**src/rtl/fifo_pkg.sv**
```systemverilog
// Shared constants and helpers for the synchronous FIFO family.
// Pointer width carries one extra bit to tell full from empty.
package fifo_pkg;

    localparam int FIFO_MODE_STD  = 0;
    localparam int FIFO_MODE_FWFT = 1;

    function automatic int fifo_ptr_w(input int depth);
        return $clog2(depth) + 1;
    endfunction

endpackage

```
**src/rtl/sync_fifo_ctrl_if.sv**
```systemverilog
// Producer/consumer side bundle of the sync FIFO.
// master drives requests, slave is the FIFO itself.
interface sync_fifo_ctrl_if
    import fifo_pkg::*;
#(
    parameter int WIDTH = 16,
    parameter int DEPTH = 8
);

    localparam int CW = fifo_ptr_w(DEPTH);

    logic             wen;
    logic [WIDTH-1:0] din;
    logic             ren;
    logic             clr_err;
    logic [WIDTH-1:0] dout;
    logic             full;
    logic             empty;
    logic             almost_full;
    logic             almost_empty;
    logic [CW-1:0]    count;
    logic             overflow;
    logic             underflow;

    modport master (
        output wen,
        output din,
        output ren,
        output clr_err,
        input  dout,
        input  full,
        input  empty,
        input  almost_full,
        input  almost_empty,
        input  count,
        input  overflow,
        input  underflow
    );

    modport slave (
        input  wen,
        input  din,
        input  ren,
        input  clr_err,
        output dout,
        output full,
        output empty,
        output almost_full,
        output almost_empty,
        output count,
        output overflow,
        output underflow
    );

endinterface

```
**src/rtl/fifo_ptr.sv**
```systemverilog
// Enable-gated wrapping pointer for the FIFO read and write sides.
// Wraps naturally at 2^W.
module fifo_ptr #(
    parameter int W = 4
) (
    input  logic         clk,
    input  logic         reset,
    input  logic         en,
    output logic [W-1:0] ptr
);

    always_ff @(posedge clk or negedge reset) begin
        if (!reset) begin
            ptr <= '0;
        end else if (en) begin
            ptr <= ptr + W'(1);
        end
    end

endmodule

```
**src/rtl/sync_fifo_ctrl.sv**
```systemverilog
// Single-clock FIFO with standard or first-word-fall-through read,
// fill count, programmable almost flags and sticky error flags.
module sync_fifo_ctrl
    import fifo_pkg::*;
#(
    parameter int DEPTH     = 8,
    parameter int WIDTH     = 16,
    parameter int FWFT      = FIFO_MODE_STD,
    parameter int AF_THRESH = DEPTH - 2,
    parameter int AE_THRESH = 2
) (
    input  logic           clk,
    input  logic           reset,
    sync_fifo_ctrl_if.slave bus
);

    localparam int PW = $clog2(DEPTH);
    localparam int CW = fifo_ptr_w(DEPTH);

    if ((DEPTH < 2) || ((DEPTH & (DEPTH - 1)) != 0)) begin : g_bad_depth
        $error("sync_fifo_ctrl: DEPTH must be a power of two >= 2");
    end
    if ((AF_THRESH < 1) || (AF_THRESH > DEPTH)) begin : g_bad_af
        $error("sync_fifo_ctrl: AF_THRESH out of range 1..DEPTH");
    end
    if ((AE_THRESH < 0) || (AE_THRESH > DEPTH - 1)) begin : g_bad_ae
        $error("sync_fifo_ctrl: AE_THRESH out of range 0..DEPTH-1");
    end

    logic [WIDTH-1:0] mem [DEPTH];
    logic [CW-1:0]    wr_ptr;
    logic [CW-1:0]    rd_ptr;
    logic [CW-1:0]    count;
    logic             full;
    logic             empty;
    logic             wr_en;
    logic             rd_en;
    logic             overflow;
    logic             underflow;

    fifo_ptr #(.W(CW)) u_wr_ptr (
        .clk   (clk),
        .reset (reset),
        .en    (wr_en),
        .ptr   (wr_ptr)
    );

    fifo_ptr #(.W(CW)) u_rd_ptr (
        .clk   (clk),
        .reset (reset),
        .en    (rd_en),
        .ptr   (rd_ptr)
    );

    // Flags depend on registered pointers only, never on wen/ren.
    assign count = wr_ptr - rd_ptr;
    assign full  = (count == CW'(DEPTH));
    assign empty = (count == '0);

    assign wr_en = bus.wen && !full;
    assign rd_en = bus.ren && !empty;

    assign bus.count        = count;
    assign bus.full         = full;
    assign bus.empty        = empty;
    assign bus.almost_full  = (count >= CW'(AF_THRESH));
    assign bus.almost_empty = (count <= CW'(AE_THRESH));
    assign bus.overflow     = overflow;
    assign bus.underflow    = underflow;

    always_ff @(posedge clk) begin
        if (wr_en) begin
            mem[wr_ptr[PW-1:0]] <= bus.din;
        end
    end

    // A new error in the same cycle as clr_err must not be lost.
    always_ff @(posedge clk or negedge reset) begin
        if (!reset) begin
            overflow  <= 1'b0;
            underflow <= 1'b0;
        end else begin
            if (bus.wen && full) begin
                overflow <= 1'b1;
            end else if (bus.clr_err) begin
                overflow <= 1'b0;
            end
            if (bus.ren && empty) begin
                underflow <= 1'b1;
            end else if (bus.clr_err) begin
                underflow <= 1'b0;
            end
        end
    end

    if (FWFT == FIFO_MODE_FWFT) begin : g_fwft
        assign bus.dout = empty ? '0 : mem[rd_ptr[PW-1:0]];
    end else begin : g_std
        logic [WIDTH-1:0] dout_q;

        always_ff @(posedge clk or negedge reset) begin
            if (!reset) begin
                dout_q <= '0;
            end else if (rd_en) begin
                dout_q <= mem[rd_ptr[PW-1:0]];
            end
        end

        assign bus.dout = dout_q;
    end

endmodule

```
**src/flat_wrapper.sv**
```systemverilog
// flat-port wrapper written by rule: the top's interface ports become plain ports
module sync_fifo_ctrl_flat import fifo_pkg::*;
#(
    parameter int DEPTH     = 8,
    parameter int WIDTH     = 16,
    parameter int FWFT      = FIFO_MODE_STD,
    parameter int AF_THRESH = DEPTH - 2,
    parameter int AE_THRESH = 2
)
  (clk, reset, bus_wen, bus_din, bus_ren, bus_clr_err, bus_dout, bus_full, bus_empty, bus_almost_full, bus_almost_empty, bus_count, bus_overflow, bus_underflow);
  sync_fifo_ctrl_if #(.WIDTH(WIDTH), .DEPTH(DEPTH)) bus_i ();
  input  logic clk;
  input  logic reset;
  input wire logic [$bits(bus_i.wen)-1:0] bus_wen;
  input wire logic [$bits(bus_i.din)-1:0] bus_din;
  input wire logic [$bits(bus_i.ren)-1:0] bus_ren;
  input wire logic [$bits(bus_i.clr_err)-1:0] bus_clr_err;
  output wire logic [$bits(bus_i.dout)-1:0] bus_dout;
  output wire logic [$bits(bus_i.full)-1:0] bus_full;
  output wire logic [$bits(bus_i.empty)-1:0] bus_empty;
  output wire logic [$bits(bus_i.almost_full)-1:0] bus_almost_full;
  output wire logic [$bits(bus_i.almost_empty)-1:0] bus_almost_empty;
  output wire logic [$bits(bus_i.count)-1:0] bus_count;
  output wire logic [$bits(bus_i.overflow)-1:0] bus_overflow;
  output wire logic [$bits(bus_i.underflow)-1:0] bus_underflow;
  assign bus_i.wen = bus_wen;
  assign bus_i.din = bus_din;
  assign bus_i.ren = bus_ren;
  assign bus_i.clr_err = bus_clr_err;
  assign bus_dout = bus_i.dout;
  assign bus_full = bus_i.full;
  assign bus_empty = bus_i.empty;
  assign bus_almost_full = bus_i.almost_full;
  assign bus_almost_empty = bus_i.almost_empty;
  assign bus_count = bus_i.count;
  assign bus_overflow = bus_i.overflow;
  assign bus_underflow = bus_i.underflow;
  sync_fifo_ctrl #(.DEPTH(DEPTH), .WIDTH(WIDTH), .FWFT(FWFT), .AF_THRESH(AF_THRESH), .AE_THRESH(AE_THRESH)) u_core (.clk(clk), .reset(reset), .bus(bus_i));
endmodule
```
**config.mk**
```make
export PLATFORM = sky130hd
export DESIGN_NAME = sync_fifo_ctrl_flat
export DESIGN_NICKNAME = d
export VERILOG_FILES = /design/src/rtl/fifo_pkg.sv /design/src/rtl/sync_fifo_ctrl_if.sv /design/src/rtl/fifo_ptr.sv /design/src/rtl/sync_fifo_ctrl.sv /design/src/flat_wrapper.sv
export SDC_FILE = /design/constraint.sdc
export NUM_CORES = 1
export LEC_CHECK = 0
export CAP_MARGIN = 20
export CELL_PAD_IN_SITES_DETAIL_PLACEMENT = 0
export CELL_PAD_IN_SITES_GLOBAL_PLACEMENT = 1
export CORE_ASPECT_RATIO = 0.6
export CORE_MARGIN = 8
export CORE_UTILIZATION = 50
export CTS_CLUSTER_SIZE = 25
export DETAILED_ROUTE_END_ITERATION = 8
export PLACE_DENSITY = 0.82
export SLEW_MARGIN = 20
export SYNTH_ARGS = -nofsm -noshare
export SYNTH_HDL_FRONTEND = slang
export SYNTH_SLANG_ARGS = --single-unit
```
**constraint.sdc**
```tcl
create_clock -name clk -period 5.19 [get_ports clk]
set_clock_uncertainty 0.15 [all_clocks]
set_input_delay 1.038 -clock clk [delete_from_list [all_inputs] [get_ports clk]]
set_output_delay 1.038 -clock clk [all_outputs]
set_load 0.03 [all_outputs]
```
### Yosys cells after proc, flatten, opt, wreduce, memory -nomap -nowiden

Memory sizes are Yosys's and may differ from the RTL's. A register that Yosys moved wholly into a read port is not among the register bits.
Cells that the tools add are included.

| storage, ports and cells | value |
|---|---|
| RAM bits | 128 |
| flip-flop bits (word level) | 10 |
| output and inout bits | 26 |
| memories kept | 1 |
| bits of input ports | 21 |
| word-level logic and storage cells | 26 |

Memory list:

| memory | depth | width | read ports | clocked after Yosys merged registers in | wr ports | RTL line | source |
|---|---|---|---|---|---|---|---|
| u_core.mem | 8 | 16 | 1 | 1 | 1 | sync_fifo_ctrl.sv:30 | `logic [WIDTH-1:0] mem [DEPTH];` |

| operators by class | value |
|---|---|
| add/subtract/negate cells | 3 |
| mux-type cells | 5 |
| $lt $le $gt $ge | 2 |
| reductions and logical operators | 10 |
| equal/unequal tests | 1 |

Operators with widths:

| operator | count |
|---|---|
| $add A4 B1 Y4 const B | 2 |
| $mux W1 | 5 |
| $eq A4 B4 Y1 const B | 1 |
| $ge A4 B3 Y1 const B | 1 |
| $le A4 B2 Y1 const B | 1 |
| $logic_and A1 B1 Y1 | 4 |
| $logic_not A4 Y1 | 1 |
| $reduce_bool A2 Y1 | 2 |
| $sub A4 B4 Y4 | 1 |
| $logic_not A1 Y1 | 3 |

### Longest topological paths before layout

| depth | value |
|---|---|
| depth after elaboration | 6 |
| mapped depth | 10 |
| mapped depth without buffers | 9 |

### Modules after synthesis

From an unflattened synthesis, not the netlist that was laid out.

| second synthesis, totals | value |
|---|---|
| cells, all modules | 324 |
| area total of the unflattened synthesis | 6130.9 sq um |

Modules (own cells, without submodules):

| module | seq. area each (sq um) | area an instance (sq um) | instances | cells an instance |
|---|---|---|---|---|
| sync_fifo_ctrl | 4294.1 | 5810.6 | 1 | 302 |
| fifo_ptr | 100.1 | 160.2 | 2 | 11 |

### Worst setup path after synthesis

Ideal clock, no wire load.

| timing path | value |
|---|---|
| path kind | reg-to-reg |
| start | register u_core.u_rd_ptr.ptr[1] |
| end | memory u_core.mem[1][0] (enable) |
| cell stages (with the launch flop) | 10 |
| library setup time | 0.430 ns |
| data required time | 4.610 ns |
| arrival time | 4.286 ns |
| clock period less this slack | 4.866 ns |
| buffers on the path | 2 |
| slack | 0.324 ns |
| cell sequence | dfrtp_1 -> inv_2 -> buf_1 -> fa_1 -> xor2_1 -> or3_4 -> o21ba_4 -> nand2b_4 -> buf_6 -> nor4_1 |

| on the way | value |
|---|---|
| longest elaborated chain between the ends | 6 |

Ends and longest elaborated chain:

| element | RTL line | source |
|---|---|---|
| start, declared | fifo_ptr.sv:9 | `output logic [W-1:0] ptr` |
| start signal, assigned | fifo_ptr.sv:16 | `ptr <= ptr + W'(1);` |
| $sub A4 B4 Y4 | sync_fifo_ctrl.sv:56 | `assign count = wr_ptr - rd_ptr;` |
| named net bus_count[2] | flat_wrapper.sv:23 | `output wire logic [$bits(bus_i.count)-1:0] bus_count;` |
| $eq A4 B4 Y1 | sync_fifo_ctrl.sv:57 | `assign full = (count == CW'(DEPTH));` |
| named net bus_full | flat_wrapper.sv:19 | `output wire logic [$bits(bus_i.full)-1:0] bus_full;` |
| $logic_not A1 Y1 | sync_fifo_ctrl.sv:60 | `assign wr_en = bus.wen && !full;` |
| $logic_and A1 B1 Y1 | sync_fifo_ctrl.sv:60 |  |
| $mux W1 | sync_fifo_ctrl.sv:72 | `if (wr_en) begin` |
| $mux W1 (implied by the code) | sync_fifo_ctrl.sv:73 | `mem[wr_ptr[PW-1:0]] <= bus.din;` |
| end, declared | sync_fifo_ctrl.sv:30 |  |

The timed path passes the listed nets, and every way through them passes these cells.

### Final worst setup path

| timing path | value |
|---|---|
| start | register u_core.u_rd_ptr.ptr[1] |
| end | output port bus_full |

| on the way | value |
|---|---|
| longest elaborated chain between the ends | 2 |

Ends and longest elaborated chain:

| element | RTL line |
|---|---|
| $sub A4 B4 Y4 | sync_fifo_ctrl.sv:56 |
| $eq A4 B4 Y1 | sync_fifo_ctrl.sv:57 |
| end, declared | flat_wrapper.sv:19 |

Every way passes these cells.

==> report_table.html <==
<table>
<tr><th>Metric</th><th>Value</th></tr>
<tr><th colspan="2">Status</th></tr>
<tr><td>Run status</td><td>completed</td></tr>
<tr><th colspan="2">Synth</th></tr>
<tr><td>Cell area after synthesis</td><td>roughly 6000 um2</td></tr>
<tr><td>Biggest area consumer among synthesized cells</td><td>sky130_fd_sc_hd__edfxtp_1</td></tr>
<tr><td>Area fraction of the dominant cell type after synthesis</td><td>0.638</td></tr>
<tr><td>Synth unique cells</td><td>39</td></tr>
<tr><td>Primary flip-flop cell chosen by synthesis mapping</td><td>sky130_fd_sc_hd__edfxtp_1</td></tr>
<tr><td>EDFF count, synth</td><td>about 130</td></tr>
<tr><td>Ys async rst share</td><td>0.169</td></tr>
<tr><td>Count of warnings emitted by yosys</td><td>0</td></tr>
<tr><td>Cells taking the most area after synthesis</td><td>sky130_fd_sc_hd__edfxtp_1 (64%), sky130_fd_sc_hd__mux4_2 (12%), sky130_fd_sc_hd__dfrtp_1 (11%), sky130_fd_sc_hd__mux2i_1 (2.7%), sky130_fd_sc_hd__nand2_1 (1.3%)</td></tr>
<tr><td>Average size of a mapped cell</td><td>about 20 um2</td></tr>
<tr><td>Net Count, Synth</td><td>roughly 330</td></tr>
<tr><td>Number of synthesized register bits</td><td>154</td></tr>
<tr><td>Post-Syn Instances</td><td>a little over 300</td></tr>
<tr><td>Portion of the post-synthesis area used by sequential elements</td><td>0.746</td></tr>
<tr><th colspan="2">Clock tree</th></tr>
<tr><td>Post-CTS Resized</td><td>0</td></tr>
<tr><td>Clk_lat worst skew</td><td>between 0.4 and 0.5 ns</td></tr>
<tr><td>Clock buffer depth</td><td>2</td></tr>
<tr><td>Clock buffer count from CTS</td><td>17</td></tr>
<tr><td>CTS Root Cell</td><td>sky130_fd_sc_hd__clkbuf_16</td></tr>
<tr><td>Postcts setup bufs</td><td>0</td></tr>
<tr><td>Quantity of hold-fixing buffers added after cts</td><td>0</td></tr>
<tr><td>Number of sinks on the clock net</td><td>about 150</td></tr>
<tr><td>Clock transition at path regs</td><td>about 0.06 ns</td></tr>
<tr><td>TritonCTS clock tree</td><td>yes</td></tr>
<tr><td>Maximum level of the CTS H-tree</td><td>4</td></tr>
<tr><th colspan="2">Layout</th></tr>
<tr><td>Signed area change from the synthesized netlist to the final layout</td><td>22.5%</td></tr>
<tr><td>Leading cell type in the layout, fill and taps excluded</td><td>sky130_fd_sc_hd__edfxtp_1</td></tr>
<tr><td>Area taken by flip-flops and latches</td><td>between 4000 and 5000 um2</td></tr>
<tr><td>Combined area of the multi-input logic cells</td><td>around 1500 um2</td></tr>
<tr><td>Final Instance Count excl. Fillers</td><td>about 550</td></tr>
<tr><td>Total inserted antenna cells</td><td>0</td></tr>
<tr><td>Area of all placed cells without fillers</td><td>between 7000 and 8000 um2</td></tr>
<tr><td>Fill cell count</td><td>about 850</td></tr>
<tr><td>Leading cell types in the layout, fill and taps excluded</td><td>sky130_fd_sc_hd__edfxtp_1 (128), sky130_fd_sc_hd__clkdlybuf4s50_1 (46), sky130_fd_sc_hd__mux4_2 (32)</td></tr>
<tr><td>Share of post-route cells with drive strength above 1</td><td>0.236</td></tr>
<tr><td>Layout Nets</td><td>between 300 and 400</td></tr>
<tr><th colspan="2">Global route</th></tr>
<tr><td>Overall Global Routing Usage</td><td>0.152</td></tr>
<tr><td>Maximum number of pins on one net before global-route repair</td><td>36</td></tr>
<tr><td>Initial antenna violation count</td><td>0</td></tr>
<tr><td>Number of global-route vias before repair</td><td>~3100</td></tr>
<tr><td>Total grt overflow</td><td>0</td></tr>
<tr><td>First-pass GRT wire length</td><td>17.5 mm</td></tr>
<tr><th colspan="2">Run</th></tr>
<tr><td>Max Cap Viol</td><td>0</td></tr>
<tr><th colspan="2">Critical path</th></tr>
<tr><td>Critical Path End Type</td><td>output port</td></tr>
<tr><td>Maximum single-stage delay on the critical path</td><td>0.69 ns</td></tr>
<tr><td>R2R setup slack</td><td>around 1.8 ns</td></tr>
<tr><td>Capturing point of the worst reg2reg path</td><td>u_core.mem[6][12]</td></tr>
<tr><td>Startpoint types</td><td>register</td></tr>
<tr><td>Critical path cell sequence</td><td>inv_2 &gt; fa_1 &gt; or3_4 &gt; o21ba_4 &gt; clkdlybuf4s50_1</td></tr>
<tr><td>Worst reg-to-reg path cell count</td><td>10</td></tr>
<tr><td>Worst-path fanout max</td><td>18</td></tr>
<tr><td>Endpoint arrival time on the critical path</td><td>between 3 and 4 ns</td></tr>
<tr><td>Kind of critical path</td><td>register to output port</td></tr>
<tr><td>CP max stage cell</td><td>sky130_fd_sc_hd__clkdlybuf4s50_1</td></tr>
<tr><td>R2R Path Start</td><td>u_core.u_wr_ptr.ptr[0]</td></tr>
<tr><td>Data required time at the worst endpoint</td><td>~4.0 ns</td></tr>
<tr><th colspan="2">Routing</th></tr>
<tr><td>Drt total wl</td><td>around 11 mm</td></tr>
<tr><td>DRC violations left</td><td>0</td></tr>
<tr><td>Total via count in the routed design</td><td>just under 3000</td></tr>
<tr><td>Number of detailed-route iterations in the first pass</td><td>4</td></tr>
<tr><td>Routed wire length per instance</td><td>just over 20 um</td></tr>
<tr><td>Vias per cell</td><td>between 5 and 6</td></tr>
<tr><td>Remaining antenna violation count</td><td>0</td></tr>
<tr><td>First-iteration detailed-routing DRC count</td><td>~150</td></tr>
<tr><th colspan="2">Pwr</th></tr>
<tr><td>IR drop worst, VDD</td><td>approximately 0.00034 V</td></tr>
<tr><td>Pwr/cell area</td><td>between 600 and 700 nW/um2</td></tr>
<tr><td>Static leakage power</td><td>2.57 nW</td></tr>
<tr><th colspan="2">Placed design</th></tr>
<tr><td>I/O Buffers</td><td>46</td></tr>
<tr><td>Cell area after placement</td><td>about 6800 um2</td></tr>
<tr><td>Dpl ws</td><td>between 1 and 1.5 ns</td></tr>
<tr><td># placed instances</td><td>between 500 and 600</td></tr>
<tr><td>Half-perimeter wire length of the detailed placement result</td><td>about 6.7 mm</td></tr>
<tr><td>Routability Congestion</td><td>0.720</td></tr>
<tr><th colspan="2">Worst hold path</th></tr>
<tr><td>Hold Path Sink</td><td>u_core.bus.dout[9]</td></tr>
<tr><td>HP Start</td><td>u_core.bus.dout[9]</td></tr>
<tr><td>Cell depth of the worst min-delay path</td><td>2</td></tr>
<tr><td>Class of the most critical hold timing path</td><td>register to register</td></tr>
<tr><th colspan="2">Die</th></tr>
<tr><td>Width of the chip</td><td>approximately 160 um</td></tr>
<tr><td>Placement Rows</td><td>31</td></tr>
<tr><td>Placeable Area</td><td>11900 um2</td></tr>
<tr><td>Area of the die</td><td>15900 um2</td></tr>
<tr><td>Initial core utilization</td><td>0.506</td></tr>
<tr><td>Y dimension of the die</td><td>~100 um</td></tr>
<tr><td>I/O Pins</td><td>47</td></tr>
<tr><th colspan="2">STA</th></tr>
<tr><td>Highest clock frequency the design can meet</td><td>between 200 and 250 MHz</td></tr>
<tr><td>Worst hold margin</td><td>around 0.32 ns</td></tr>
<tr><td>Post-Route Setup TNS</td><td>0 ns</td></tr>
<tr><td>Count of pins over their slew limit</td><td>0</td></tr>
<tr><td>Final Cycle Share</td><td>0.862</td></tr>
<tr><td>Final hold violation count</td><td>0</td></tr>
<tr><td>Setup repair after global routing missed its margin</td><td>no</td></tr>
<tr><td>PnR worst setup slack</td><td>about 0.72 ns</td></tr>
<tr><td>Worst-Margin Slew</td><td>between 0.7 and 0.8 ns</td></tr>
<tr><td>Fin crit period</td><td>4.47 ns</td></tr>
<tr><td># setup viols final</td><td>0</td></tr>
<tr><td>Headroom to the max-slew limit</td><td>0.530</td></tr>
</table>
## cell type report
cell class / count / area share
clock inverter: 14 / 0.0263
sequential: 154 / 0.609
multi-input combinational: 129 / 0.199
timing repair buffer: 58 / 0.0746
tap: 165 / 0.0280
inverter: 8 / 0.00407
clock buffer: 18 / 0.0582
## critical path, delay by kind of cell (launching register included)
family                     cells  cell delay [ns]
AOI/OAI and AO/OA              1             0.27
adders and majority gates      1             0.58
buffers and inverters          2             1.16
DFF                            1             0.42
and+or+nand+nor                1             0.43
## Yosys cell counts (2+ instances only)
master,n
sky130_fd_sc_hd__a21oi_1,3
sky130_fd_sc_hd__a22o_1,2
sky130_fd_sc_hd__buf_2,5
sky130_fd_sc_hd__clkbuf_1,4
sky130_fd_sc_hd__dfrtp_1,26
sky130_fd_sc_hd__edfxtp_1,128
sky130_fd_sc_hd__ha_1,5
sky130_fd_sc_hd__inv_1,7
sky130_fd_sc_hd__mux2i_1,16
sky130_fd_sc_hd__mux4_2,32
sky130_fd_sc_hd__nand2_1,21
sky130_fd_sc_hd__nor2_1,3
sky130_fd_sc_hd__nor3_1,3
sky130_fd_sc_hd__nor4_1,4
sky130_fd_sc_hd__o21ai_0,14
sky130_fd_sc_hd__o21ai_1,2
sky130_fd_sc_hd__xnor2_1,5
sky130_fd_sc_hd__xor2_1,3
## per-stage QoR
stage / total power, mW / util
finish: 4.93 / 0.620
global route: 5.18 / 0.620
CTS: 4.99 / 0.620
detailed placement: 3.70 / 0.567
global placement: 3.64 / 0.567
floorplan: 3.05 / -
## worst max-delay path by stage
stage	from	slack [ns]	end	depth (start not counted)
global placement	u_core.u_rd_ptr.ptr[1]	1.20	bus_full	5
global route	u_core.u_rd_ptr.ptr[1]	0.58	bus_almost_empty	7
CTS	u_core.u_rd_ptr.ptr[1]	0.68	bus_full	5
finish	u_core.u_rd_ptr.ptr[1]	0.72	bus_full	5
floorplan	u_core.u_rd_ptr.ptr[1]	0.32	u_core.mem[1][0]	9
detailed placement	u_core.u_rd_ptr.ptr[1]	1.13	bus_full	5
## per-layer routing
layer / GRT usage / up-vias / wire length (um)
met5: 0 / - / 0
met4: 0.0662 / 0 / 151
met3: 0.0428 / 14 / 738
met2: 0.242 / 83 / 5460
met1: 0.194 / 1530 / 4870
li1: - / 1345 / -
## sequential cells by signal (all words and copies together) (netlist names)
register / count
u_core.u_wr_ptr.ptr: 4
u_core.bus.underflow: 1
u_core.mem: 128
u_core.bus.overflow: 1
u_core.u_rd_ptr.ptr: 4
u_core.bus.dout: 16
## kinds of logic after synthesis
| family | after synthesis | synth area share |
|---|---|---|
| xor gates and xnor gates | 8 | 0.0116 |
| DFF | 154 | 0.746 |
| AOI/OAI and AO/OA | 26 | 0.0287 |
| adders and majority gates | 6 | 0.0137 |
| buffers and inverters | 21 | 0.0162 |
| muxes | 50 | 0.151 |
| and+or+nand+nor | 39 | 0.0330 |
## power by group
part / total, mW / leakage, nW / switching [mW] / internal [mW]
sequential: 1.75 / 1.48 / 0.124 / 1.63
clock: 1.29 / 0.303 / 0.483 / 0.808
combinational: 1.88 / 0.788 / 1.06 / 0.825
total: 4.93 / 2.57 / 1.67 / 3.26
No activity file was read; power rests on OpenSTA's default activity.
==> RTL edit 1, RTL diff (config.mk and constraints unchanged) <==
`DEPTH` is set to 8 in 3 places; all go to 4.
--- a/src/rtl/sync_fifo_ctrl_if.sv
+++ b/src/rtl/sync_fifo_ctrl_if.sv
@@ -5,5 +5,5 @@
 #(
     parameter int WIDTH = 16,
-    parameter int DEPTH = 8
+    parameter int DEPTH = 4
 );
 
--- a/src/rtl/sync_fifo_ctrl.sv
+++ b/src/rtl/sync_fifo_ctrl.sv
@@ -4,5 +4,5 @@
     import fifo_pkg::*;
 #(
-    parameter int DEPTH     = 8,
+    parameter int DEPTH     = 4,
     parameter int WIDTH     = 16,
     parameter int FWFT      = FIFO_MODE_STD,
--- a/src/flat_wrapper.sv
+++ b/src/flat_wrapper.sv
@@ -2,5 +2,5 @@
 module sync_fifo_ctrl_flat import fifo_pkg::*;
 #(
-    parameter int DEPTH     = 8,
+    parameter int DEPTH     = 4,
     parameter int WIDTH     = 16,
     parameter int FWFT      = FIFO_MODE_STD,
Interface: changed (resized bus_count); port bits go from 47 to 46. No check against the original RTL was run, so the function may have changed too.
==> RTL edit 1 against the original RTL <==
Combinational power fell by 24%. Fmax rose by 7.2%. Design area fell by 42%. Non-clock buffer count fell by 11. Worst setup slack improved by 0.30 ns. Synthesized cell count fell by 47%. Power fell by 36%. Synthesized area fell by 43%. Wire length fell by 43%. Sequential cell count fell by 66. Critical endpoint unchanged. Largest power group unchanged.
==> RTL edit 1: results (changes against the original RTL) <==
Synth cell types=27 (-31%); GR Util met2=22.6% (-1.6 points); clock latency on the worst-skew pair=0.33 ns (-0.09 ns); Num CTS Buffers=9 (-8); final non-filler cell total=306 (-44%); Placed Area=3980 um2 (-41%); GPL Wtd Cong=0.857 (+19%); Post-synth top cells=edfxtp_1, dfrtp_1, mux4_2, mux2_2, mux2_4; met3 usage=4.27% (-0.012 points); Port-buffer cells=45 (-2.2%); final core occ=63.8% (+1.8 points); share of cells above drive strength 1=24.7% (+1.0 points); CP top delay family=buffers and inverters; Final Net Count=242 (-39%); Max IR drop VDD=0.000442 V (+30%); GRT Total Usage=14.0% (-1.2 points); LEAKAGE=0.00158 uW (-39%); worst rel slew slack=37.1% (-16 points); number of global-route vias before repair=1852 (-41%); Worst path max stage delay=0.71 ns (+0.02 ns); share of synthesized registers carrying an async set or reset=27.3% (+10 points); status=finished, final reports clean; Psw=1150 uW (-31%); Placed Cells=290 (-44%); largest net degree at the start of global routing=25 (-31%); post-synthesis sequential area ratio=73.3% (-1.3 points); syn nets=189 (-43%); WP data arrival=2.98 ns (-0.30 ns); top post-synthesis cells by area=edfxtp_1, dfrtp_1, mux4_2; number of flops mapped to enable cells by yosys=64 (-50%); Clock transition at path regs=0.06 ns (about the same); Avg Cell Area, Syn=21.4 um2 (+7.9%); 1st-iter DRT viols=103 (-30%); met2 wire length=3170 um (-42%); Metal-1 WL=2720 um (-44%); DP Wirelength=4100 um (-39%); grt met1 use=17.2% (-2.2 points); first-pass GRT wire length=10200 um (-42%); Fill cells=452 (-47%); n_diodes=0 (unchanged); Routed WL=6400 um (-43%); max reg flops=64 (-50%); met3 wire len=459 um (-38%); DR vias/cell=5.36 (-1.5%); Crit Path Max Fanout=19 (+1); H-Tree Depth=3 (-1); Slowest-stage cell, CP=dfrtp_1; initial antenna violation count=0 (unchanged); CTS Buffer Depth=2 (unchanged)
==> RTL edit 1: worst paths after layout <==
path	from	end	slack, ns	cells past startpoint
worst max-delay path	u_core.u_rd_ptr.ptr[1]	bus_full	1.02	6
worst min-delay path	u_core.u_rd_ptr.ptr[2]	u_core.u_rd_ptr.ptr[2]	0.34	1
worst max register to register	u_core.u_rd_ptr.ptr[1]	u_core.mem[1][5]	2.00	5
worst min register to register	u_core.u_rd_ptr.ptr[2]	u_core.u_rd_ptr.ptr[2]	0.34	1
max in group asynchronous	reset	u_core.bus.underflow	3.69	2
min in group asynchronous	reset	u_core.bus.dout[8]	0.93	2
==> RTL edit 1: metrics by stage <==
step	power [uW]	hold WS (ns)	worst slack, ns
2_1_floorplan	2080	0.298	2.10
3_3_place_gp	2510	0.323	1.47
6_report	3150	0.344	1.02
5_1_grt	3300	0.349	0.915
3_5_place_dp	2580	0.330	1.39
4_1_cts	3190	0.342	1.00
==> RTL edit 1: final cells by class <==
cell class                 count  area share (%)
clock buffer                  10            5.61
clock inverter                 6           0.970
inverter                       8           0.764
multi-input combinational     60            19.9
sequential                    88            59.3
tap                           87            2.56
timing repair buffer          47            10.9
==> RTL edit 1: logic make-up (layout without fill, tap and decap cells) <==
kind of cell,Yosys count,count (layout),share of synthesized area (%)
AOI/OAI and AO/OA,7,7,1.78
xor gates and xnor gates,5,5,1.71
adders and majority gates,7,7,2.76
buffers and inverters,13,71,2.11
DFF,88,88,73.3
muxes,34,34,17.3
and+or+nand+nor,7,7,1.02
==> RTL edit 1: power groups by stage <==
stage	combinational, uW	sequential [uW]	clock, uW
detailed placement	1450	1130	0
finish	1430	1110	602
global route	1520	1140	642
global placement	1400	1110	0
CTS	1450	1120	617
floorplan	867	1210	0
==> RTL edit 2, RTL diff (same settings) <==
Without the edit above. Make the reset (`reset`) synchronous in 3 clocked blocks.
--- a/src/rtl/fifo_ptr.sv
+++ b/src/rtl/fifo_ptr.sv
@@ -10,5 +10,5 @@
 );
 
-    always_ff @(posedge clk or negedge reset) begin
+    always_ff @(posedge clk) begin
         if (!reset) begin
             ptr <= '0;
--- a/src/rtl/sync_fifo_ctrl.sv
+++ b/src/rtl/sync_fifo_ctrl.sv
@@ -76,5 +76,5 @@
 
     // A new error in the same cycle as clr_err must not be lost.
-    always_ff @(posedge clk or negedge reset) begin
+    always_ff @(posedge clk) begin
         if (!reset) begin
             overflow  <= 1'b0;
@@ -99,5 +99,5 @@
         logic [WIDTH-1:0] dout_q;
 
-        always_ff @(posedge clk or negedge reset) begin
+        always_ff @(posedge clk) begin
             if (!reset) begin
                 dout_q <= '0;
Check against the original RTL: differs if reset is asserted again (counterexample within 4 cycles, from zero or initial values and one cycle with reset low); with reset held inactive, the same outputs for 10 cycles.
==> RTL edit 2 against the original RTL <==
Wire length rose by 5.6%. Fmax rose by 3.7%. Sequential cell count did not move. Cell count rose by 6.2%. Utilization rose by 0.079 points. Synthesized area rose by 1.7%. Global-route usage rose by 0.21 points. Combinational power fell by 21%. Worst setup slack improved by 0.16 ns. Design area rose by 0.78%. Power fell by 11%. Die area rose by 1.4%. Critical endpoint unchanged.
==> RTL edit 2: results (changes against the original RTL) <==
register share of total power=36.8% (+1.3 points); met2 wire length=5710 um (+4.6%); combinational logic power=1490 uW (-21%); Metal-1 WL=5150 um (+5.7%); Final non-clock buffer share=7.40% (-0.058 points); worst reg2reg setup slack=1.71 ns (-0.04 ns); Sequential Area=4370 um2 (-2.9%); Synth Area in XOR/XNOR=0.838% (-0.33 points); grt met1 use=20.0% (+0.57 points); Synth Area in Adders=1.35% (-0.022 points); post-synthesis sequential area ratio=71.3% (-3.3 points); met3 wire len=895 um (+21%); share of cells above drive strength 1=25.5% (+1.9 points); share of synthesized registers carrying an async set or reset=0% (-17 points); DR WL/cell=20.4 um (-0.60%); Final Hold Slack=0.311 ns (-0.0111 ns); status=finished, final reports clean; Placed Area=6810 um2 (+0.82%); Synth cell types=40 (+2.6%); Final clock-cell share=8.41% (-0.032 points); Vias=3203 (+7.8%); WP data arrival=3.12 ns (-0.16 ns); Final Net Count=429 (+8.6%); LEAKAGE=0.00245 uW (-4.7%); final core occ=62.0% (+0.079 points); Fill cells=822 (-3.2%)
RTL edit 2: cell types whose count changed in the layout (fill, tap and decap cells not counted), sizes merged, moves of 3 or more:
cell / delta
a311oi: +16
dfrtp: -26
dfxtp: +26
mux2i: -13
nand2: +22
nand3: +3
nor2: +20
nor3: +3
o21ai: -15
RTL edit 2: worst max path at each step:
stage / to / from / slack (ns) / depth (start not counted)
after global routing: bus_almost_empty / u_core.u_rd_ptr.ptr[2] / 0.69 / 9
after detailed placement: bus_empty / u_core.u_wr_ptr.ptr[0] / 1.30 / 7
final: bus_full / u_core.u_wr_ptr.ptr[0] / 0.88 / 7
after global placement: bus_full / u_core.u_wr_ptr.ptr[0] / 1.37 / 7
after CTS: bus_full / u_core.u_wr_ptr.ptr[0] / 0.87 / 7
after floorplan: u_core.mem[0][0] / u_core.u_rd_ptr.ptr[1] / 0.76 / 8
